**src/rtl/mbus_rx_msg_sink_if.sv**
```systemverilog
// mbus_rx_msg_sink_if
// Bundles the MBus node receive handshake and the message reader port of
// mbus_rx_msg_sink.
//   slave  : the sink (receives RX_*, MSG_POP; drives RX_ACK, MSG_*, FAIL_CNT)
//   master : the node/reader side (the opposite directions)
interface mbus_rx_msg_sink_if #(
  parameter int ADDR_W = 32,
  parameter int DATA_W = 32,
  parameter int DEPTH  = 8
) ();
  localparam int LEN_W = $clog2(DEPTH) + 1;

  logic [ADDR_W-1:0] RX_ADDR;
  logic [DATA_W-1:0] RX_DATA;
  logic              RX_REQ;
  logic              RX_PEND;
  logic              RX_FAIL;
  logic              RX_BROADCAST;
  logic              RX_ACK;
  logic              MSG_VALID;
  logic [ADDR_W-1:0] MSG_ADDR;
  logic              MSG_BCAST;
  logic [LEN_W-1:0]  MSG_LEN;
  logic              MSG_OVF;
  logic [DATA_W-1:0] MSG_DATA;
  logic              MSG_LAST;
  logic              MSG_POP;
  logic [7:0]        FAIL_CNT;

  modport slave (
    input  RX_ADDR, RX_DATA, RX_REQ, RX_PEND, RX_FAIL, RX_BROADCAST, MSG_POP,
    output RX_ACK, MSG_VALID, MSG_ADDR, MSG_BCAST, MSG_LEN, MSG_OVF,
           MSG_DATA, MSG_LAST, FAIL_CNT
  );

  modport master (
    output RX_ADDR, RX_DATA, RX_REQ, RX_PEND, RX_FAIL, RX_BROADCAST, MSG_POP,
    input  RX_ACK, MSG_VALID, MSG_ADDR, MSG_BCAST, MSG_LEN, MSG_OVF,
           MSG_DATA, MSG_LAST, FAIL_CNT
  );
endinterface

```
**src/rtl/mbus_rx_msg_sink.sv**
```systemverilog
// mbus_rx_msg_sink
// Receives MBus words over a 4-phase RX_REQ/RX_ACK handshake, buffers up to
// DEPTH words of one message and presents them to a reader that pops them
// one at a time. Aborted messages (RX_FAIL) are discarded and counted.
// Ports:
//   CLK     sole clock, rising edge
//   RESETn  asynchronous active-low reset
//   bus     mbus_rx_msg_sink_if.slave (RX_* handshake in, MSG_* reader out)
//
// state    | meaning
// ---------+-----------------------------------------------------------
// IDLE     | waiting for a word (synchronized RX_REQ high) or RX_FAIL
// ACK      | word taken, RX_ACK high until RX_REQ drops
// FAIL_ACK | abort acknowledged, RX_ACK high until RX_FAIL and RX_REQ drop
// READY    | complete message held for the reader, node is backpressured
module mbus_rx_msg_sink #(
  parameter int ADDR_W = 32,
  parameter int DATA_W = 32,
  parameter int DEPTH  = 8
) (
  input logic CLK,
  input logic RESETn,
  mbus_rx_msg_sink_if.slave bus
);
  localparam int PTR_W = $clog2(DEPTH);
  localparam int LEN_W = PTR_W + 1;

  typedef enum logic [1:0] {S_IDLE, S_ACK, S_FAIL_ACK, S_READY} state_t;

  state_t state, state_nxt;

  logic req_s1, req_s2;
  logic fail_s1, fail_s2, fail_d;
  logic fail_rise;

  logic [DATA_W-1:0] msg_mem [DEPTH];
  logic [LEN_W-1:0]  wr_cnt;
  logic [PTR_W-1:0]  rd_ptr;
  logic              ovf_q;
  logic              pend_q;
  logic [ADDR_W-1:0] addr_q;
  logic              bcast_q;
  logic [7:0]        fail_cnt_q;

  logic store_word, drop_msg, pop_ok, room, last;

  always_ff @(posedge CLK or negedge RESETn) begin
    if (!RESETn) begin
      req_s1  <= 1'b0;
      req_s2  <= 1'b0;
      fail_s1 <= 1'b0;
      fail_s2 <= 1'b0;
      fail_d  <= 1'b0;
    end else begin
      req_s1  <= bus.RX_REQ;
      req_s2  <= req_s1;
      fail_s1 <= bus.RX_FAIL;
      fail_s2 <= fail_s1;
      fail_d  <= fail_s2;
    end
  end

  // Counting rising edges means one held RX_FAIL is one event, in any state.
  assign fail_rise = fail_s2 & ~fail_d;
  assign room      = (wr_cnt < LEN_W'(DEPTH));
  assign last      = (state == S_READY) && ({1'b0, rd_ptr} == (wr_cnt - LEN_W'(1)));

  always_ff @(posedge CLK or negedge RESETn) begin
    if (!RESETn) state <= S_IDLE;
    else         state <= state_nxt;
  end

  // IDLE reacts to the RX_REQ level: every exit into IDLE happens with
  // RX_REQ low, except after READY or reset, where a held request must be
  // serviced as a fresh word.
  always_comb begin
    state_nxt = state;
    case (state)
      S_IDLE: begin
        if (fail_s2)     state_nxt = S_FAIL_ACK;
        else if (req_s2) state_nxt = S_ACK;
      end
      S_ACK: begin
        if (fail_s2)      state_nxt = S_FAIL_ACK;
        else if (!req_s2) state_nxt = pend_q ? S_IDLE : S_READY;
      end
      S_FAIL_ACK: begin
        if (!fail_s2 && !req_s2) state_nxt = S_IDLE;
      end
      S_READY: begin
        if (bus.MSG_POP && last) state_nxt = S_IDLE;
      end
      default: state_nxt = S_IDLE;
    endcase
  end

  always_comb begin
    store_word    = (state == S_IDLE) && req_s2 && !fail_s2;
    drop_msg      = ((state == S_IDLE) || (state == S_ACK)) && fail_s2;
    pop_ok        = (state == S_READY) && bus.MSG_POP;
    bus.RX_ACK    = (state == S_ACK) || (state == S_FAIL_ACK);
    bus.MSG_VALID = (state == S_READY);
  end

  always_ff @(posedge CLK or negedge RESETn) begin
    if (!RESETn) begin
      wr_cnt  <= '0;
      rd_ptr  <= '0;
      ovf_q   <= 1'b0;
      pend_q  <= 1'b0;
      addr_q  <= '0;
      bcast_q <= 1'b0;
    end else if (drop_msg) begin
      wr_cnt <= '0;
      rd_ptr <= '0;
      ovf_q  <= 1'b0;
    end else if (store_word) begin
      pend_q <= bus.RX_PEND;
      if (wr_cnt == '0) begin
        addr_q  <= bus.RX_ADDR;
        bcast_q <= bus.RX_BROADCAST;
      end
      if (room) wr_cnt <= wr_cnt + LEN_W'(1);
      else      ovf_q  <= 1'b1;
    end else if (pop_ok) begin
      if (last) begin
        wr_cnt <= '0;
        rd_ptr <= '0;
        ovf_q  <= 1'b0;
      end else begin
        rd_ptr <= rd_ptr + PTR_W'(1);
      end
    end
  end

  always_ff @(posedge CLK or negedge RESETn) begin
    if (!RESETn)                            fail_cnt_q <= 8'h00;
    else if (fail_rise && fail_cnt_q != 8'hFF) fail_cnt_q <= fail_cnt_q + 8'h01;
  end

  // Storage needs no reset; MSG_DATA is gated by MSG_VALID instead.
  always_ff @(posedge CLK) begin
    if (store_word && room) msg_mem[wr_cnt[PTR_W-1:0]] <= bus.RX_DATA;
  end

  assign bus.MSG_ADDR  = addr_q;
  assign bus.MSG_BCAST = bcast_q;
  assign bus.MSG_LEN   = wr_cnt;
  assign bus.MSG_OVF   = ovf_q;
  assign bus.MSG_DATA  = bus.MSG_VALID ? msg_mem[rd_ptr] : '0;
  assign bus.MSG_LAST  = last;
  assign bus.FAIL_CNT  = fail_cnt_q;
endmodule

```
**src/flat_wrapper.sv**
```systemverilog
// flat-port wrapper written by rule: the top's interface ports become plain ports
module mbus_rx_msg_sink_flat 
#(
  parameter int ADDR_W = 32,
  parameter int DATA_W = 32,
  parameter int DEPTH  = 8
)
  (CLK, RESETn, bus_RX_ADDR, bus_RX_DATA, bus_RX_REQ, bus_RX_PEND, bus_RX_FAIL, bus_RX_BROADCAST, bus_MSG_POP, bus_RX_ACK, bus_MSG_VALID, bus_MSG_ADDR, bus_MSG_BCAST, bus_MSG_LEN, bus_MSG_OVF, bus_MSG_DATA, bus_MSG_LAST, bus_FAIL_CNT);
  mbus_rx_msg_sink_if #(.ADDR_W(ADDR_W), .DATA_W(DATA_W), .DEPTH(DEPTH)) bus_i ();
  input logic CLK;
  input logic RESETn;
  input wire logic [$bits(bus_i.RX_ADDR)-1:0] bus_RX_ADDR;
  input wire logic [$bits(bus_i.RX_DATA)-1:0] bus_RX_DATA;
  input wire logic [$bits(bus_i.RX_REQ)-1:0] bus_RX_REQ;
  input wire logic [$bits(bus_i.RX_PEND)-1:0] bus_RX_PEND;
  input wire logic [$bits(bus_i.RX_FAIL)-1:0] bus_RX_FAIL;
  input wire logic [$bits(bus_i.RX_BROADCAST)-1:0] bus_RX_BROADCAST;
  input wire logic [$bits(bus_i.MSG_POP)-1:0] bus_MSG_POP;
  output wire logic [$bits(bus_i.RX_ACK)-1:0] bus_RX_ACK;
  output wire logic [$bits(bus_i.MSG_VALID)-1:0] bus_MSG_VALID;
  output wire logic [$bits(bus_i.MSG_ADDR)-1:0] bus_MSG_ADDR;
  output wire logic [$bits(bus_i.MSG_BCAST)-1:0] bus_MSG_BCAST;
  output wire logic [$bits(bus_i.MSG_LEN)-1:0] bus_MSG_LEN;
  output wire logic [$bits(bus_i.MSG_OVF)-1:0] bus_MSG_OVF;
  output wire logic [$bits(bus_i.MSG_DATA)-1:0] bus_MSG_DATA;
  output wire logic [$bits(bus_i.MSG_LAST)-1:0] bus_MSG_LAST;
  output wire logic [$bits(bus_i.FAIL_CNT)-1:0] bus_FAIL_CNT;
  assign bus_i.RX_ADDR = bus_RX_ADDR;
  assign bus_i.RX_DATA = bus_RX_DATA;
  assign bus_i.RX_REQ = bus_RX_REQ;
  assign bus_i.RX_PEND = bus_RX_PEND;
  assign bus_i.RX_FAIL = bus_RX_FAIL;
  assign bus_i.RX_BROADCAST = bus_RX_BROADCAST;
  assign bus_i.MSG_POP = bus_MSG_POP;
  assign bus_RX_ACK = bus_i.RX_ACK;
  assign bus_MSG_VALID = bus_i.MSG_VALID;
  assign bus_MSG_ADDR = bus_i.MSG_ADDR;
  assign bus_MSG_BCAST = bus_i.MSG_BCAST;
  assign bus_MSG_LEN = bus_i.MSG_LEN;
  assign bus_MSG_OVF = bus_i.MSG_OVF;
  assign bus_MSG_DATA = bus_i.MSG_DATA;
  assign bus_MSG_LAST = bus_i.MSG_LAST;
  assign bus_FAIL_CNT = bus_i.FAIL_CNT;
  mbus_rx_msg_sink #(.ADDR_W(ADDR_W), .DATA_W(DATA_W), .DEPTH(DEPTH)) u_core (.CLK(CLK), .RESETn(RESETn), .bus(bus_i));
endmodule
```
**config.mk**
```make
export PLATFORM = sky130hd
export DESIGN_NAME = mbus_rx_msg_sink_flat
export DESIGN_NICKNAME = d
export VERILOG_FILES = /design/src/rtl/mbus_rx_msg_sink_if.sv /design/src/rtl/mbus_rx_msg_sink.sv /design/src/flat_wrapper.sv
export SDC_FILE = /design/constraint.sdc
export NUM_CORES = 1
export LEC_CHECK = 0
export CAP_MARGIN = 25
export CORE_ASPECT_RATIO = 1.1
export CORE_UTILIZATION = 55
export DETAILED_ROUTE_END_ITERATION = 16
export PLACE_DENSITY = 0.79
export SLEW_MARGIN = 10
export SYNTH_ARGS = -nofsm -noshare
export SYNTH_HDL_FRONTEND = slang
export SYNTH_SLANG_ARGS = --single-unit
```
**constraint.sdc**
```tcl
create_clock -name CLK -period 4.6 [get_ports CLK]
set_clock_uncertainty 0.1 [all_clocks]
set_input_delay 0.69 -clock CLK [delete_from_list [all_inputs] [get_ports CLK]]
set_output_delay 0.69 -clock CLK [all_outputs]
set_load 0.01 [all_outputs]
```
# Word level (Yosys, flattened, before mapping)
# Memory sizes are Yosys's and may differ from the RTL's.
# Index checks and enable logic that the tools add are counted.
# Widths: inputs -> output; s select.
# totals
reg_bits,57
mem_bits_rw,256
in_bits,71
out_inout_bits,81
word_cells,83
mem_count,1
# memory_table
name,depth,word_bits,rd,rd_clocked_by_memory_dff,write_ports,line_no,text
u_core.msg_mem,8,32,1,0,1,mbus_rx_msg_sink.sv:36,logic [DATA_W-1:0] msg_mem [DEPTH];
# op_classes
n_addsub,4
magnitude_cmp,1
n_eq_ne,12
muxes,25
bitwise_logic,3
n_reduce_logical,24
# ops
operator,count
$mux 32,1
$mux 4,5
$mux 2,7
$mux 3,4
$logic_and 1x1->1,9
$ne 3x3->1 const B,3
$reduce_and 3->1,3
$add 8x1->8 const B,1
$ne 8x8->1 const B,1
$pmux 2 s4,1
$mux 1,7
$reduce_bool 3->1,2
$add 4x1->4 const B,1
$eq 2x2->1 const B,2
$eq 3x4->1,1
$logic_not 4->1,1
$lt 4x4->1 const B,1
$ne 2x2->1 const B,2
$reduce_and 2->1,2
$reduce_and 4->1,1
$sub 4x1->4 const B,1
$add 3x1->3 const B,1
$ne 3x1->1 const B,1
$eq 2x1->1 const B,1
other kinds (7),10

# Depth between registers and ports, before layout
# Gate-level depths: netlist of the first run.
# depth
word_depth,7
depth_mapped,8
mapped_depth_nobuf,7

# Least setup slack after synthesis of the first run
# No wires, ideal clock.
# synth_path
kind,reg2reg
from,register u_core.state[0]
to,"memory u_core.msg_mem[1][0], enable pin"
t_arrival_ps,3632
required_ps,4039
path_slack_ps,407
stages_incl_launch_ff,8
path_buffers,0
synth_period_minus_slack_ps,4193
path_cell_list,dfrtp_1 inv_1 ha_1 nand2_1 or2_2 nor2_1 nand2_1 nor3_1
# synth_via
elab_chain_len,6
# synth_lines
item,line_no,text
"start, declared",mbus_rx_msg_sink.sv:30,"state_t state, state_nxt;"
"start signal, assigned",mbus_rx_msg_sink.sv:70,else state <= state_nxt;
$logic_not 2->1,mbus_rx_msg_sink.sv:98,store_word = (state == S_IDLE) && req_s2 && !fail_s2;
$logic_and 1x1->1 (2 in series),mbus_rx_msg_sink.sv:98,
$logic_and 1x1->1,mbus_rx_msg_sink.sv:143,if (store_word && room) msg_mem[wr_cnt[PTR_W-1:0]] <= bus.RX_DATA;
$mux 1,mbus_rx_msg_sink.sv:143,
$mux 1 (not written as such),mbus_rx_msg_sink.sv:143,
"end, declared",mbus_rx_msg_sink.sv:36,
# Every way passes these cells.

# Final worst setup path of the first run
# layout_path
from,"register u_core.wr_cnt[0], in the netlist u_core.bus.MSG_LEN[0]"
to,output port bus_MSG_LAST
# layout_via
elab_chain_len,3
# layout_lines
item,line_no,text
"start, declared",mbus_rx_msg_sink.sv:37,logic [LEN_W-1:0] wr_cnt;
"start signal, assigned",mbus_rx_msg_sink.sv:123,if (room) wr_cnt <= wr_cnt + LEN_W'(1);
$sub 4x1->4,mbus_rx_msg_sink.sv:66,"assign last = (state == S_READY) && ({1'b0, rd_ptr} == (wr_cnt - LEN_W'(1)));"
$eq 3x4->1,mbus_rx_msg_sink.sv:66,
$logic_and 1x1->1,mbus_rx_msg_sink.sv:66,
"end, declared",flat_wrapper.sv:26,output wire logic [$bits(bus_i.MSG_LAST)-1:0] bus_MSG_LAST;
# Every way passes these cells.

==> results of run 1 <==
## per-layer routing
| metal | part of all wire (%) | vias to the layer above | track usage (%) |
|---|---|---|---|
| met5 | 0.055 | - | 0 |
| met4 | 1.5 | 2 | 4.762 |
| met3 | 7.0 | 38 | 3.509 |
| met2 | 52 | 248 | 38.28 |
| met1 | 40 | 3225 | 28.02 |
| li1 | - | 2766 | - |
## registers in the layout, indices dropped and copies added, names as in the netlist, 2 cells and up
| signal | cells |
|---|---|
| u_core.bus.FAIL_CNT | 8 |
| u_core.bus.MSG_ADDR | 32 |
| u_core.bus.MSG_LEN | 4 |
| u_core.msg_mem | 256 |
| u_core.rd_ptr | 3 |
| u_core.state | 2 |
## cell usage after synthesis, types with 2 or more instances
library cell	number
nand2_1	16
buf_2	9
nor3_1	3
xor2_1	5
a21oi_1	6
a21o_1	2
xnor2_1	5
ha_1	9
nand3_1	7
nand2b_1	2
mux2i_1	34
edfxtp_1	256
inv_1	8
dfrtp_1	57
nand4_1	2
o21ai_0	7
mux4_2	64
buf_1	5
mux2_2	35
nor2_1	47
a31oi_1	5
clkbuf_1	12
## power breakdown
group          total, mW  internal, mW  leakage [nW]  switching (mW)
clock network       2.21          1.25         0.418           0.951
logic               1.88          1.06          1.51           0.823
registers           3.59          3.38          2.99           0.210
## cell families after synthesis
logic type | count (synthesis)
DFF | 313
muxes | 133
and+or+nand+nor | 83
buffers and inverters | 37
AOI/OAI and AO/OA | 28
xor gates and xnor gates | 10
adders and majority gates | 9
## worst register-to-register path, stage by stage (launching register included)
cell and delay [ps]:
dfrtp_1 400, inv_1 130, ha_1 250, nand2_1 100, or2_2 330, nor2_1 250, nand2_1 290, nor2_4 610
buf_4 390
## path summary, 6_finish.rpt
check | start | end | slack [ps]
max | u_core.bus.MSG_LEN[0] | bus_MSG_LAST | 700
min | RESETn | u_core.bus.FAIL_CNT[2] | 190
max reg2reg | u_core.state[1] | u_core.msg_mem[5][7] | 1420
min reg2reg | u_core.fail_s1 | u_core.fail_s2 | 260
max in group asynchronous | RESETn | u_core.rd_ptr[0] | 3690
min in group CLK | u_core.fail_s1 | u_core.fail_s2 | 260
## layout make-up
class	count	area [sq um]	share of cell area (%)
Clock buffer	34	744.5	4.950
Clock inverter	18	127.6	0.8485
Inverter	9	33.78	0.2246
Multi-Input combinational cell	263	2973	19.77
Sequential cell	313	9120	60.64
Tap cell	290	362.8	2.412
Timing Repair Buffer	169	1679	11.16
## per-stage QoR
stage          std cells  utilization (%)  total power [mW]
3_3_place_gp        1044            65.87             5.470
2_1_floorplan        613                -             4.697
3_5_place_dp        1044            65.87             5.557
4_1_cts             1096            69.92             7.754
5_1_grt             1096            69.92             8.006
6_report            1096            69.92             7.680
==> flow_summary.json, run 1 <==
{
  "outcome": "completed",
  "layout_worst_path_cycle_share_pct": 84.85,
  "drive_gt1_share_pct": 20.72,
  "rsz0062_at_grt": "false",
  "antenna_found_initial": 1,
  "dp_hpwl_um": 14010,
  "fmax_ghz": 0.2562,
  "synthToLayoutAreaGrowth_pct": 23.38,
  "ir_drop_v": 0.0003997,
  "placed_cell_area_sq_mm": 0.01417,
  "coreArea_sq_mm": 0.02151,
  "layout.nets": 865,
  "synthSimpleGateAreaFrac_pct": 2.935,
  "setup.worst_path.end_class": "output port",
  "async_reset_ff_share_pct": 18.21,
  "num_antenna_cells": 0,
  "grt_usage_pct": 21.58,
  "slowest_stage": "clkdlybuf4s50_1",
  "fp-row-count": 56,
  "synth-seq-cells": 313,
  "synth_nets": 693,
  "synth_top_area_share_pct": 63.06,
  "timing.final.ws_setup_ps": 696.8,
  "dieArea_sq_mm": 0.02277,
  "p_per_area_mw_per_mm2": 510.6,
  "die_w_um": 144.0,
  "grt_pass1_wl_um": 36090,
  "slowest_delay_ps": 560,
  "io_pins": 152,
  "cts_resized": 0,
  "path_max_fanout": 9,
  "vias_per_cell": 5.729,
  "initial_utilization_pct": 56.67,
  "synthesis.area_sq_mm": 0.01219,
  "layout_commonest_cell": "edfxtp_1",
  "cp_cell_sequence": "inv_1 > ha_1 > xor2_1 > or4b_4 > a21o_1 > nor2_1 > clkdlybuf4s50_1",
  "final_cell_mix": "256 x edfxtp_1, 150 x clkdlybuf4s50_1, 64 x mux4_2",
  "maxSlewHeadroom_pct": 46.81,
  "clock_latency_ps": 520,
  "drc": 0,
  "ant_nets": 0,
  "ys_seq_area_share_pct": 74.76,
  "worstRegToRegCells": 8,
  "cts_setup_buffers": 0,
  "htreeDepth": 1,
  "synth_warnings": 0,
  "worst_hold_slack_ps": 194.9,
  "grt_remaining_overflow": 0,
  "fillCellCount": 1333,
  "drt_iter0_drc": 481,
  "clk_pin_slew_ps": 60,
  "netlist_top_cells_area": "edfxtp_1 63%, mux4_2 12%, dfrtp_1 12%, mux2_2 3.2%, mux2i_1 2.8%",
  "ys_types": 39,
  "synth_edf_count": 256,
  "clock_sinks": 313,
  "grt_start_max_net_pins": 59,
  "leakagePower_nw": 4.920,
  "synth-compound-area-share_pct": 1.509,
  "ctsLongestPathBuffers": 3,
  "synth_top_family_by_area": "multiplexers",
  "grt_pass1_vias": 6563,
  "numPortBuffers": 151,
  "path_depth": 7,
  "dpl_worst_slack_ps": 1248,
  "synthAdderAreaFrac_pct": 0.9237,
  "die_h_um": 158.1,
  "worstPathArrival_ps": 3110,
  "synth.area.mux_share_pct": 17.85,
  "root_buffer": "clkbuf_16",
  "maxSlewViolCount": 0,
  "hold_buffers": 0,
  "drtPass1Iterations": 5,
  "syn_inst": 613,
  "synth_xor_area_share_pct": 0.7185,
  "avgSynthCellArea_sq_um": 19.89,
  "maxCapViolCount": 0,
  "wl_um": 23790,
  "cts_tree": "built",
  "wl_per_cell_um": 21.71,
  "critPathBufInv": 2,
  "routabilityCongestion": 0.7705,
  "synthFlopType": "edfxtp_1",
  "finalHoldViolations": 0,
  "start_kind": "flip-flop",
  "tightestPinTransition_ps": 797.9,
  "cts_made_buffers": 29,
  "setup_tns_ps": 0,
  "finalSetupViolCount": 0,
  "via_count": 6279,
  "crit_type": "reg -> out",
  "period_minus_slack_ps": 3903,
  "hold_class": "in -> async",
  "required_ps": 3810,
  "postLayoutCellArea_sq_mm": 0.01504,
  "yosysTopAreaCell": "edfxtp_1",
  "crit_family": "buffers and inverters"
}
No activity file was read; power rests on OpenSTA's default activity.
==> inputs of run 2 (changes only) <==
CORE_UTILIZATION = 50   (was 55)
PLACE_DENSITY = 0.76   (was 0.79)
clock period = 3.4 ns   (was 4.6 ns; I/O delays follow)
==> run 2 against run 1 <==
Compared with the run above: flip-flop and latch count unchanged; power increased by 39%; global-route usage decreased by 1.6 points; cell area increased by 1.7%.
==> flow_summary.json, run 2 (synthesis gave the netlist of run 1 again) <==
{
  "outcome": "completed",
  "slowest_delay_ps": 560,
  "maxSlewViolCount": 0,
  "via_count": 6377,
  "wl_per_cell_um": 22.16,
  "drive_gt1_share_pct": 22.51,
  "grt_pass1_vias": 6814,
  "layout_worst_path_cycle_share_pct": 96.45,
  "setup_tns_ps": 0,
  "path_max_fanout": 32,
  "p_per_area_mw_per_mm2": 699.4,
  "layout_commonest_cell": "edfxtp_1",
  "largest_register_ffs": 256,
  "antenna_found_initial": 1,
  "grt_pass1_wl_um": 37560,
  "drt_iter0_drc": 287,
  "synthToLayoutAreaGrowth_pct": 25.46,
  "rsz0062_at_grt": "false",
  "leakagePower_nw": 5.008,
  "clk_pin_slew_ps": 60,
  "cp_cell_sequence": "buf_16 > mux4_2 > mux2i_1 > nor2_1 > clkdlybuf4s50_1",
  "grt_remaining_overflow": 0,
  "power_frac_comb_pct": 25.2,
  "crit_family": "multiplexers",
  "power_switching_mw": 2.779,
  "coreArea_sq_mm": 0.02377,
  "crit_type": "reg -> out",
  "tightestPinTransition_ps": 709.4,
  "ir_drop_v": 0.0004986,
  "fillCellCount": 1642,
  "cts_made_buffers": 31,
  "drc": 0,
  "drtPass1Iterations": 5,
  "p_int_mw": 7.918,
  "ctsLongestPathBuffers": 3,
  "initial_utilization_pct": 51.28,
  "ant_nets": 0,
  "dieArea_sq_mm": 0.02501,
  "setup.worst_path.end_class": "output port",
  "root_buffer": "clkbuf_16",
  "layout.nets": 872,
  "critPathBufInv": 2,
  "finalSetupViolCount": 0,
  "maxSlewHeadroom_pct": 52.71,
  "fmax_ghz": 0.3049,
  "pwr-share-seq_pct": 45.1,
  "hold_class": "reg -> reg",
  "period_minus_slack_ps": 3279,
  "maxCapViolCount": 0,
  "clock_sinks": 313,
  "routabilityCongestion": 0.8260,
  "io_pins": 152,
  "grt_usage_pct": 19.99,
  "final_util_pct": 64.34,
  "clock_latency_ps": 550,
  "die_h_um": 165.8,
  "worstPathArrival_ps": 2670,
  "cts_tree": "built",
  "required_ps": 2790,
  "finalHoldViolations": 0,
  "start_kind": "flip-flop",
  "vias_per_cell": 5.699,
  "htreeDepth": 1,
  "grt_start_max_net_pins": 34,
  "p_sw_share_pct": 25.98,
  "die_w_um": 150.9,
  "power_frac_clock_pct": 29.7,
  "final_cell_mix": "256 x edfxtp_1, 149 x clkdlybuf4s50_1, 64 x mux4_2",
  "numPortBuffers": 151,
  "slowest_stage": "mux4_2",
  "fp-row-count": 59,
  "dp_hpwl_um": 14570,
  "wl_um": 24800
}
run 2: changes by cell type in the layout (fill, tap and decap cells not counted), sizes merged, moves of 2 or more:
cell,previous run,this run
clkbuf,34,42
clkinv,15,7
buf,19,23
clkinvlp,2,4
run 2: routing by layer:
layer / up-vias / part of all wire [%] / global-route usage [%]
met5: - / 0 / 0
li1: 2784 / - / -
met1: 3309 / 40 / 25.47
met4: 0 / 1.8 / 5.304
met2: 242 / 51 / 34.86
met3: 42 / 6.9 / 3.874
run 2: final timing paths:
check,slack [ps],from,depth (start not counted),to
worst max-delay path,120,u_core.rd_ptr[0],5,bus_MSG_DATA[12]
worst min-delay path,250,u_core.fail_s1,0,u_core.fail_s2
worst max register to register,420,u_core.state[1],8,u_core.msg_mem[1][9]
worst min register to register,250,u_core.fail_s1,0,u_core.fail_s2
max in group asynchronous,1970,RESETn,3,u_core.bus.MSG_ADDR[12]
min in group asynchronous,410,RESETn,2,u_core.state[1]
run 2: worst reg2reg max path: stages, from the launching register on:
cell and delay [ps]:
dfrtp_1 420, inv_1 150, ha_1 250, nand2_1 100, or2_2 330, nor2_1 290
nand2_1 320, nor3_4 410, buf_12 280
run 2: per-stage QoR:
| step | hold slack [ps] | power (mW) | worst slack, ps | cell area (sq um) | cells |
|---|---|---|---|---|---|
| finish | 246.7 | 10.70 | 120.5 | 15290 | 1119 |
| global route | 255.5 | 11.18 | 5.479 | 15290 | 1118 |
| CTS | 248.2 | 10.83 | 74.72 | 15290 | 1118 |
| detailed placement | 234.7 | 7.604 | 483.8 | 14300 | 1061 |
| global placement | 239.1 | 7.493 | 560.8 | 14300 | 1061 |
| floorplan | 114.4 | 6.356 | 62.54 | 12200 | 613 |
run 2: final cells by class:
class                           count  area [sq um]  share of cell area [%]
Sequential cell                   313          9123                   59.64
Timing Repair Buffer              174          1813                   11.85
Multi-Input combinational cell    263          2985                   19.52
Clock inverter                     12         95.09                  0.6217
Clock buffer                       42         860.8                   5.628
Inverter                            9         33.78                  0.2209
Antenna cell                        1         2.502                 0.01636
Tap cell                          305         381.6                   2.495
run 2: timing repair:
action                     in CTS  in global routing
setup endpoints to repair      16                  0
hold endpoints to repair       26                  0
hold buffers                    1                  0
gates resized for setup         3                  0
setup buffers                   2                  0
run 2: power groups by stage:
stage	Sequential (mW)	Clock (mW)	Combinational, mW
floorplan	4.96	0	1.40
global placement	4.88	0	2.61
detailed placement	4.92	0	2.68
CTS	4.83	3.26	2.75
global route	4.87	3.39	2.92
finish	4.83	3.17	2.70
